--- src/rtl/synapse_pkg.sv ---
// Shared types and default sizing for the synapse scheduler and its accumulator.
package synapse_pkg;

  localparam int unsigned N_PRE_DEF  = 8;
  localparam int unsigned W_DW_DEF   = 16;
  localparam int unsigned ACC_DW_DEF = 24;

  typedef enum logic [1:0] {
    S_IDLE  = 2'd0,
    S_ISSUE = 2'd1,
    S_DRAIN = 2'd2,
    S_DONE  = 2'd3
  } state_e;

  // Address width, kept at least one bit so a single-input build still has a port.
  function automatic int unsigned addr_w(input int unsigned n);
    return (n > 1) ? $clog2(n) : 1;
  endfunction

endpackage

--- src/rtl/synapse_acc.sv ---
// Signed accumulator with sticky overflow flag.
// SYN_SAT_EN selects saturation on overflow; otherwise the sum wraps two's-complement.
module synapse_acc
  import synapse_pkg::*;
#(
  parameter int unsigned W_DW   = W_DW_DEF,
  parameter int unsigned ACC_DW = ACC_DW_DEF
) (
  input  logic                     clk,
  input  logic                     rst,
  input  logic                     en_i,
  input  logic                     clr_i,
  input  logic                     add_i,
  input  logic signed [W_DW-1:0]   prod_i,
  output logic signed [ACC_DW-1:0] acc_o,
  output logic                     ovf_o
);

  localparam int unsigned SW = ACC_DW + 1;

  logic signed [ACC_DW-1:0] acc_q, acc_d;
  logic                     ovf_q;
  logic signed [SW-1:0]     sum_c;
  logic                     ovf_c;

  // One guard bit: overflow when the two top bits of the widened sum disagree.
  always_comb begin
    sum_c = {acc_q[ACC_DW-1], acc_q} + {{(SW-W_DW){prod_i[W_DW-1]}}, prod_i};
    ovf_c = sum_c[SW-1] ^ sum_c[SW-2];
    acc_d = sum_c[ACC_DW-1:0];
`ifdef SYN_SAT_EN
    if (ovf_c) begin
      acc_d = sum_c[SW-1] ? {1'b1, {(ACC_DW-1){1'b0}}} : {1'b0, {(ACC_DW-1){1'b1}}};
    end
`endif
  end

  always_ff @(posedge clk) begin
    if (rst) begin
      acc_q <= '0;
      ovf_q <= 1'b0;
    end else if (en_i) begin
      if (clr_i) begin
        acc_q <= '0;
        ovf_q <= 1'b0;
      end else if (add_i) begin
        acc_q <= acc_d;
        ovf_q <= ovf_q | ovf_c;
      end
    end
  end

  assign acc_o = acc_q;
  assign ovf_o = ovf_q;

endmodule

--- src/rtl/synapse_scheduler.sv ---
// Scans a snapshotted spike vector, fetches one weight per input and sums the
// weights of spiking inputs through a two-stage product/accumulate pipeline.
module synapse_scheduler
  import synapse_pkg::*;
#(
  parameter int unsigned N_PRE  = N_PRE_DEF,
  parameter int unsigned W_DW   = W_DW_DEF,
  parameter int unsigned ACC_DW = ACC_DW_DEF
) (
  input  logic                         clk,
  input  logic                         rst,
  input  logic                         en,
  input  logic                         start,
  input  logic [N_PRE-1:0]             pre_spikes,
  output logic                         w_rd_en,
  output logic [addr_w(N_PRE)-1:0]     w_addr,
  input  logic signed [W_DW-1:0]       w_data,
  output logic                         busy,
  output logic                         done,
  output logic signed [ACC_DW-1:0]     sum_out,
  output logic                         ovf
);

  localparam int unsigned AW = addr_w(N_PRE);

  state_e                   state_q;
  logic [N_PRE-1:0]         snap_q;
  logic [AW-1:0]            addr_q;
  logic [AW-1:0]            ret_addr_q;
  logic                     rd_en_q;
  logic                     v1_q;
  logic                     v2_q;
  logic signed [W_DW-1:0]   prod_q;
  logic                     busy_q;
  logic                     done_q;
  logic signed [ACC_DW-1:0] sum_q;
  logic                     ovf_q;

  logic signed [ACC_DW-1:0] acc_val;
  logic                     acc_ovf;
  logic                     acc_clr_c;

  assign acc_clr_c = (state_q == S_IDLE) && start;

  // v1_q: weight returning this cycle; v2_q: product register holds a live term.
  always_ff @(posedge clk) begin
    if (rst) begin
      state_q    <= S_IDLE;
      snap_q     <= '0;
      addr_q     <= '0;
      ret_addr_q <= '0;
      rd_en_q    <= 1'b0;
      v1_q       <= 1'b0;
      v2_q       <= 1'b0;
      prod_q     <= '0;
      busy_q     <= 1'b0;
      done_q     <= 1'b0;
      sum_q      <= '0;
      ovf_q      <= 1'b0;
    end else if (en) begin
      done_q <= 1'b0;
      v1_q   <= 1'b0;
      v2_q   <= v1_q;
      if (v1_q) begin
        prod_q <= snap_q[ret_addr_q] ? w_data : '0;
      end
      case (state_q)
        S_IDLE: begin
          if (start) begin
            state_q <= S_ISSUE;
            snap_q  <= pre_spikes;
            addr_q  <= '0;
            rd_en_q <= 1'b1;
            busy_q  <= 1'b1;
          end
        end
        S_ISSUE: begin
          v1_q       <= 1'b1;
          ret_addr_q <= addr_q;
          if (addr_q == AW'(N_PRE - 1)) begin
            state_q <= S_DRAIN;
            rd_en_q <= 1'b0;
          end else begin
            addr_q <= addr_q + AW'(1);
          end
        end
        S_DRAIN: begin
          // Last product is being accumulated on this edge.
          if (v2_q && !v1_q) begin
            state_q <= S_DONE;
          end
        end
        S_DONE: begin
          state_q <= S_IDLE;
          done_q  <= 1'b1;
          busy_q  <= 1'b0;
          sum_q   <= acc_val;
          ovf_q   <= acc_ovf;
        end
        default: state_q <= S_IDLE;
      endcase
    end
  end

  synapse_acc #(
    .W_DW   (W_DW),
    .ACC_DW (ACC_DW)
  ) u_acc (
    .clk    (clk),
    .rst    (rst),
    .en_i   (en),
    .clr_i  (acc_clr_c),
    .add_i  (v2_q),
    .prod_i (prod_q),
    .acc_o  (acc_val),
    .ovf_o  (acc_ovf)
  );

  // Strobes are masked by en so a stall neither reads memory nor drops a held done.
  assign w_rd_en = rd_en_q & en;
  assign done    = done_q & en;
  assign w_addr  = addr_q;
  assign busy    = busy_q;
  assign sum_out = sum_q;
  assign ovf     = ovf_q;

endmodule

--- config.mk ---
export PLATFORM = sky130hd
export DESIGN_NAME = synapse_scheduler
export DESIGN_NICKNAME = d
export VERILOG_FILES = /design/src/rtl/synapse_pkg.sv /design/src/rtl/synapse_acc.sv /design/src/rtl/synapse_scheduler.sv
export SDC_FILE = /design/constraint.sdc
export NUM_CORES = 1
export LEC_CHECK = 0
export BUFFER_PORTS_ARGS = -buffer_cell sky130_fd_sc_hd__clkbuf_2
export CORE_ASPECT_RATIO = 1.2
export CORE_MARGIN = 5
export CORE_UTILIZATION = 52
export CTS_BUF_LIST = sky130_fd_sc_hd__clkbuf_16
export DETAILED_ROUTE_END_ITERATION = 7
export PLACE_DENSITY = 0.73
export REMOVE_ABC_BUFFERS = 1
export SYNTH_ARGS = -nofsm -noshare
export SYNTH_HDL_FRONTEND = slang
export SYNTH_HIERARCHICAL = 1
export SYNTH_SLANG_ARGS = --single-unit
--- constraint.sdc ---
create_clock -name clk -period 5.9 [get_ports clk]
set_clock_uncertainty 0.2 [all_clocks]
set_input_delay 1.18 -clock clk [delete_from_list [all_inputs] [get_ports clk]]
set_output_delay 1.18 -clock clk [all_outputs]
set_load 0.05 [all_outputs]
# Yosys cells after proc, flatten, opt, wreduce, memory -nomap -nowiden

Cells that the tools add are included.

Logic and storage cells: 65
Output and inout bits: 31
Register bits after elaboration: 87
Input bits: 28

Bitwise operators: 4
Equal/unequal tests: 8
Multiplexer cells: 20
Order comparisons: 1
Add/subtract/negate cells: 2
Reductions and logical operators: 16

Operator list:

| cell                  | number |
|---|---|
| $mux W24              | 2 |
| $add A24 B16 Y25      | 1 |
| $mux W16              | 1 |
| $reduce_and A4 Y1     | 3 |
| $ne A2 B2 Y1 const B  | 4 |
| $pmux W2 S4           | 1 |
| $reduce_and A2 Y1     | 4 |
| $mux W1               | 7 |
| $mux W2               | 3 |
| $mux W3               | 2 |
| $pmux W3 S2           | 1 |
| $reduce_and A3 Y1     | 2 |
| $reduce_bool A2 Y1    | 3 |
| $eq A2 B2 Y1 const B  | 2 |
| $lt A3 B4 Y1 const B  | 1 |
| $pmux W1 S2           | 2 |
| $add A3 B1 Y3 const B | 1 |
| $bmux W1 S3           | 1 |
| $eq A3 B3 Y1 const B  | 1 |
| $and A1 B1 Y1         | 2 |
| $eq A2 B1 Y1 const B  | 1 |
| $logic_and A1 B1 Y1   | 2 |
| $logic_not A2 Y1      | 1 |
| $logic_not A1 Y1      | 1 |
| 2 further kinds       | 2 |

# Longest topological paths before layout

Depth in word-level cells: 5
Gate-level depth with buffers: 10
Gate-level depth less buffers: 10

# Cells and area by module

The synthesis kept the hierarchy.

Modules (own cells, without submodules):

| module            | seq. area each (sq um) | times used | area each (sq um) | cells each |
|---|---|---|---|---|
| synapse_scheduler | 1241.2                 | 1          | 2362.3            | 266 |
| synapse_acc       | 500.5                  | 1          | 2008.2            | 237 |

# Worst setup path after synthesis

OpenSTA, ideal clock, no wires.

Path kind: input port to output port
From: in en
To: out w_rd_en
Data required time: 4.520 ns
Arrival time: 1.767 ns
Buffers on the path: 1
Slack: 2.753 ns
Stages on the path: 2
Cell sequence: buf_2 > and2_1

Cells in the longest elaborated chain, start to end: 1

RTL lines:

| item          | line                     | text |
|---|---|---|
| from (decl)   | synapse_scheduler.sv:12  | `input logic en,` |
| $and A1 B1 Y1 | synapse_scheduler.sv:120 | `assign w_rd_en = rd_en_q & en;` |
| to (decl)     | synapse_scheduler.sv:15  | `output logic w_rd_en,` |

Every way passes these cells.

# Final worst setup path

From: reg prod_q[0]
To: reg u_acc.ovf_q (netlist: u_acc/ovf_o)

Cells in the longest elaborated chain, start to end: 5

RTL lines:

| item                   | line                    | text |
|---|---|---|
| from (decl)            | synapse_scheduler.sv:33 | `logic signed [W_DW-1:0] prod_q;` |
| from (signal assigned) | synapse_scheduler.sv:65 | `prod_q <= snap_q[ret_addr_q] ? w_data : '0;` |
| $add A24 B16 Y25       | synapse_acc.sv:28       | `sum_c = {acc_q[ACC_DW-1], acc_q} + {{(SW-W_DW){prod_i[W_DW-1]}}, prod_i};` |
| $xor A1 B1 Y1          | synapse_acc.sv:29       | `ovf_c = sum_c[SW-1] ^ sum_c[SW-2];` |
| $or A1 B1 Y1           | synapse_acc.sv:48       | `ovf_q <= ovf_q \| ovf_c;` |
| $mux W1                | synapse_acc.sv:46       | `end else if (add_i) begin` |
| $mux W1                | synapse_acc.sv:43       | `if (clr_i) begin` |
| to (signal assigned)   | synapse_acc.sv:48       |  |
| to (decl)              | synapse_acc.sv:22       | `logic ovf_q;` |

Every way passes these cells. The select of a mux whose other input is x is not followed.
A chain may end at the register's enable or synchronous reset.

==> flow_summary.toml <==
[status]
status = "completed"

[placement]
dpl_cell_area_sq_um = 4710
io_buffer_count = 58
place_ws_ns = 2.39
gp_congestion = 0.901
dp_hpwl_um = 7350

[routing]
vias_per_cell = 5.55
drt_pre_antenna_iters = 4
wire_per_inst_um = 14.8
wl_um = 9960
route.detailed.drc = 0
drtIter0Drc = 115
postRouteAntennaNets = 0
vias = 3726

[global_route]
grt_pass1_vias = 3559
grt_busiest_layer = "met2"
grt_usage = 0.195
antenna_found_initial = 0
use_met2 = 0.333
grt_max_degree = 38
grt_pass1_wl_um = 16700
grt_overflow_total = 0
grtUsageMet3 = 0.0279
grt_use_met1 = 0.251

[pwr]
ir_drop_mv = 0.192
p_total_mw = 1.24
pwr_density_cell_nw_per_um2 = 247
leakage_nw = 2.14

[clock_network]
ctsHtreeMaxLevel = 3
clock_latency_ns = 0.33
cts_setup_buffers = 0
root_buffer = "clkbuf_16"
cts_buffer_depth = 2
cts_tree = "yes"
clk_pin_slew_ns = 0.06
cts_inserted_buffers = 9
hold_buffers = 0
post_cts_resized = 0
cts.sinks = 87

[timing]
tightestPinTransition_ns = 1.07
hold_viol = 0
hold_slack_ns = 0.252
fin_tns_setup_ns = 0
max_freq_ghz = 0.302
setup-violations-final = 0
layout_setup_ws_ns = 2.59
fin_crit_ns = 3.31
rsz0062_at_grt = "false"
slew_viol_final = 0
period_share = 0.561
slew-limit-headroom = 0.283

[synthesis]
synth_cells = 503
avgSynthCellArea_sq_um = 8.69
ys_warn_count = 6
netlist_area_sq_um = 4370
synth-edff-count = 0
async_flop_share = 0
ys_types = 57
synth_top_flop_cell = "dfxtp_1"
ys_seq_area_frac = 0.399
ys_seq_elements = 87

[finish]
multi_input_area_sq_um = 2480
antenna_cells = 0
layout-drive-gt1-share = 0.156
nets = 611
design_area_sq_um = 5010
area_delta_synth_final_pct = 14.6
fill_cells = 715
regArea_sq_um = 1740

[floorplan]
dieArea_sq_um = 10300
ios = 59
die_width_um = 93.7
rows = 36
dieHeight_um = 110
start_util = 0.536
coreArea_sq_um = 8150

[worst_setup_path]
cp-end-kind = "flop"
worstPathRequired_ns = 5.97
worstPathArrival_ns = 3.38
crit_type = "reg2reg"
critPathMaxFanout = 3
start_kind = "flop"

[min_path]
hp-class = "reg2reg"

[job]
maxCapViolCount = 0
-- worst max-delay path, stage by stage, from the launching register on --
cell	delay, ns
dfxtp_1	0.32
ha_1	0.23
fa_1	0.42
a21oi_2	0.17
o22ai_1	0.15
o31a_1	0.34
a2111o_1	0.46
a31oi_4	0.24
a211oi_2	0.11
or4_1	0.52
nand3_1	0.08
-- power breakdown --
group	leakage [nW]	total (mW)	internal, mW	switching (mW)
logic	1.30	0.0731	0.0245	0.0485
clock network	0.140	0.561	0.329	0.233
registers	0.702	0.601	0.595	0.00585
-- final cells by class --
cell class | instances | area share
Multi-Input combinational cell | 384 | 0.495
Timing Repair Buffer | 61 | 0.0625
Clock inverter | 7 | 0.0142
Inverter | 9 | 0.00675
Tap cell | 114 | 0.0285
Clock buffer | 9 | 0.0450
Sequential cell | 87 | 0.348
-- sequential cells by signal, summed over array words and instances, names as in the netlist --
| signal | cells |
|---|---|
| ovf | 1 |
| v1_q | 1 |
| done_q | 1 |
| busy | 1 |
| prod_q | 16 |
| sum_out | 24 |
| state_q | 2 |
| u_acc/acc_o | 24 |
| w_addr | 3 |
| rd_en_q | 1 |
| u_acc/ovf_o | 1 |
| v2_q | 1 |
| ret_addr_q | 3 |
| snap_q | 8 |
-- stage by stage --
| stage | std cells | utilization |
|---|---|---|
| floorplan | 480 | - |
| global placement | 655 | 0.578 |
| detailed placement | 655 | 0.578 |
| CTS | 671 | 0.614 |
| global route | 671 | 0.614 |
| finish | 671 | 0.614 |
-- final timing paths --
kind / startpoint / slack (ns) / depth (start not counted) / endpoint
min: u_acc/ovf_o$_SDFFE_PP0P_ / 0.25 / 2 / ovf$_SDFFE_PP0P_
min reg2reg: u_acc/ovf_o$_SDFFE_PP0P_ / 0.25 / 2 / ovf$_SDFFE_PP0P_
max: prod_q[0]$_SDFFE_PP0P_ / 2.59 / 10 / u_acc/ovf_o$_SDFFE_PP0P_
max reg2reg: prod_q[0]$_SDFFE_PP0P_ / 2.59 / 10 / u_acc/ovf_o$_SDFFE_PP0P_
-- synthesized netlist by cell type, types with 2 or more instances --
library cell | n | area [sq um]
a22o_1 | 27 | 236
a21oi_1 | 64 | 320
buf_2 | 2 | 10.0
and2_1 | 4 | 25.0
clkbuf_1 | 16 | 60.1
a32o_1 | 3 | 30.0
xnor2_1 | 9 | 78.8
dfxtp_1 | 87 | 1740
a22oi_1 | 7 | 52.6
nand3b_1 | 2 | 15.0
nor3_1 | 4 | 20.0
ha_1 | 30 | 375
xor2_1 | 9 | 78.8
o22a_1 | 2 | 17.5
a21oi_2 | 2 | 17.5
buf_1 | 2 | 7.51
a21o_2 | 2 | 17.5
buf_6 | 2 | 22.5
nand4_1 | 2 | 12.5
o21ai_1 | 5 | 25.0
nor2_1 | 27 | 101
o211ai_1 | 6 | 45.0
nor2b_1 | 7 | 43.8
and3_1 | 4 | 25.0
inv_1 | 9 | 33.8
or3_1 | 7 | 43.8
o21ai_0 | 9 | 45.0
a31oi_1 | 3 | 18.8
nand2b_1 | 6 | 37.5
o31ai_1 | 2 | 15.0
nand2_1 | 90 | 338
a22o_2 | 2 | 20.0
a21o_1 | 6 | 45.0
nand3_1 | 12 | 60.1
mux2i_1 | 5 | 50.1
o21bai_1 | 3 | 22.5
a211oi_1 | 4 | 30.0
-- metal layers --
layer,share of wire,vias to the layer above
li1,-,1903
met1,0.46,1738
met2,0.49,72
met3,0.042,13
met4,0.013,0
met5,0,-
-- cell families after synthesis --
logic type                 count (synthesis)  synth area share
AOI/OAI and AO/OA                        161             0.256
xor gates and xnor gates                  18            0.0361
adders and majority gates                 31            0.0905
buffers and inverters                     32            0.0352
DFF                                       87             0.399
muxes                                      5            0.0115
and+or+nand+nor                          169             0.173
-- cell usage in the layout (no fill, tap or decap), types with 3 or more instances in the layout --
cell        n
nand2_1    90
dfxtp_1    87
a21oi_1    64
clkbuf_2   58
ha_1       30
nor2_1     27
a22o_1     27
nand3_1    12
inv_1       9
o21ai_0     9
clkbuf_16   9
xnor2_1     9
xor2_1      9
nor2b_1     7
or3_1       7
a22oi_1     7
nand2b_1    6
o211ai_1    6
a21o_1      6
mux2i_1     5
o21ai_1     5
and2_1      4
and3_1      4
a211oi_1    4
nor3_1      3
o21bai_1    3
buf_4       3
a31oi_1     3
a32o_1      3
No activity file was read; power rests on OpenSTA's default activity.
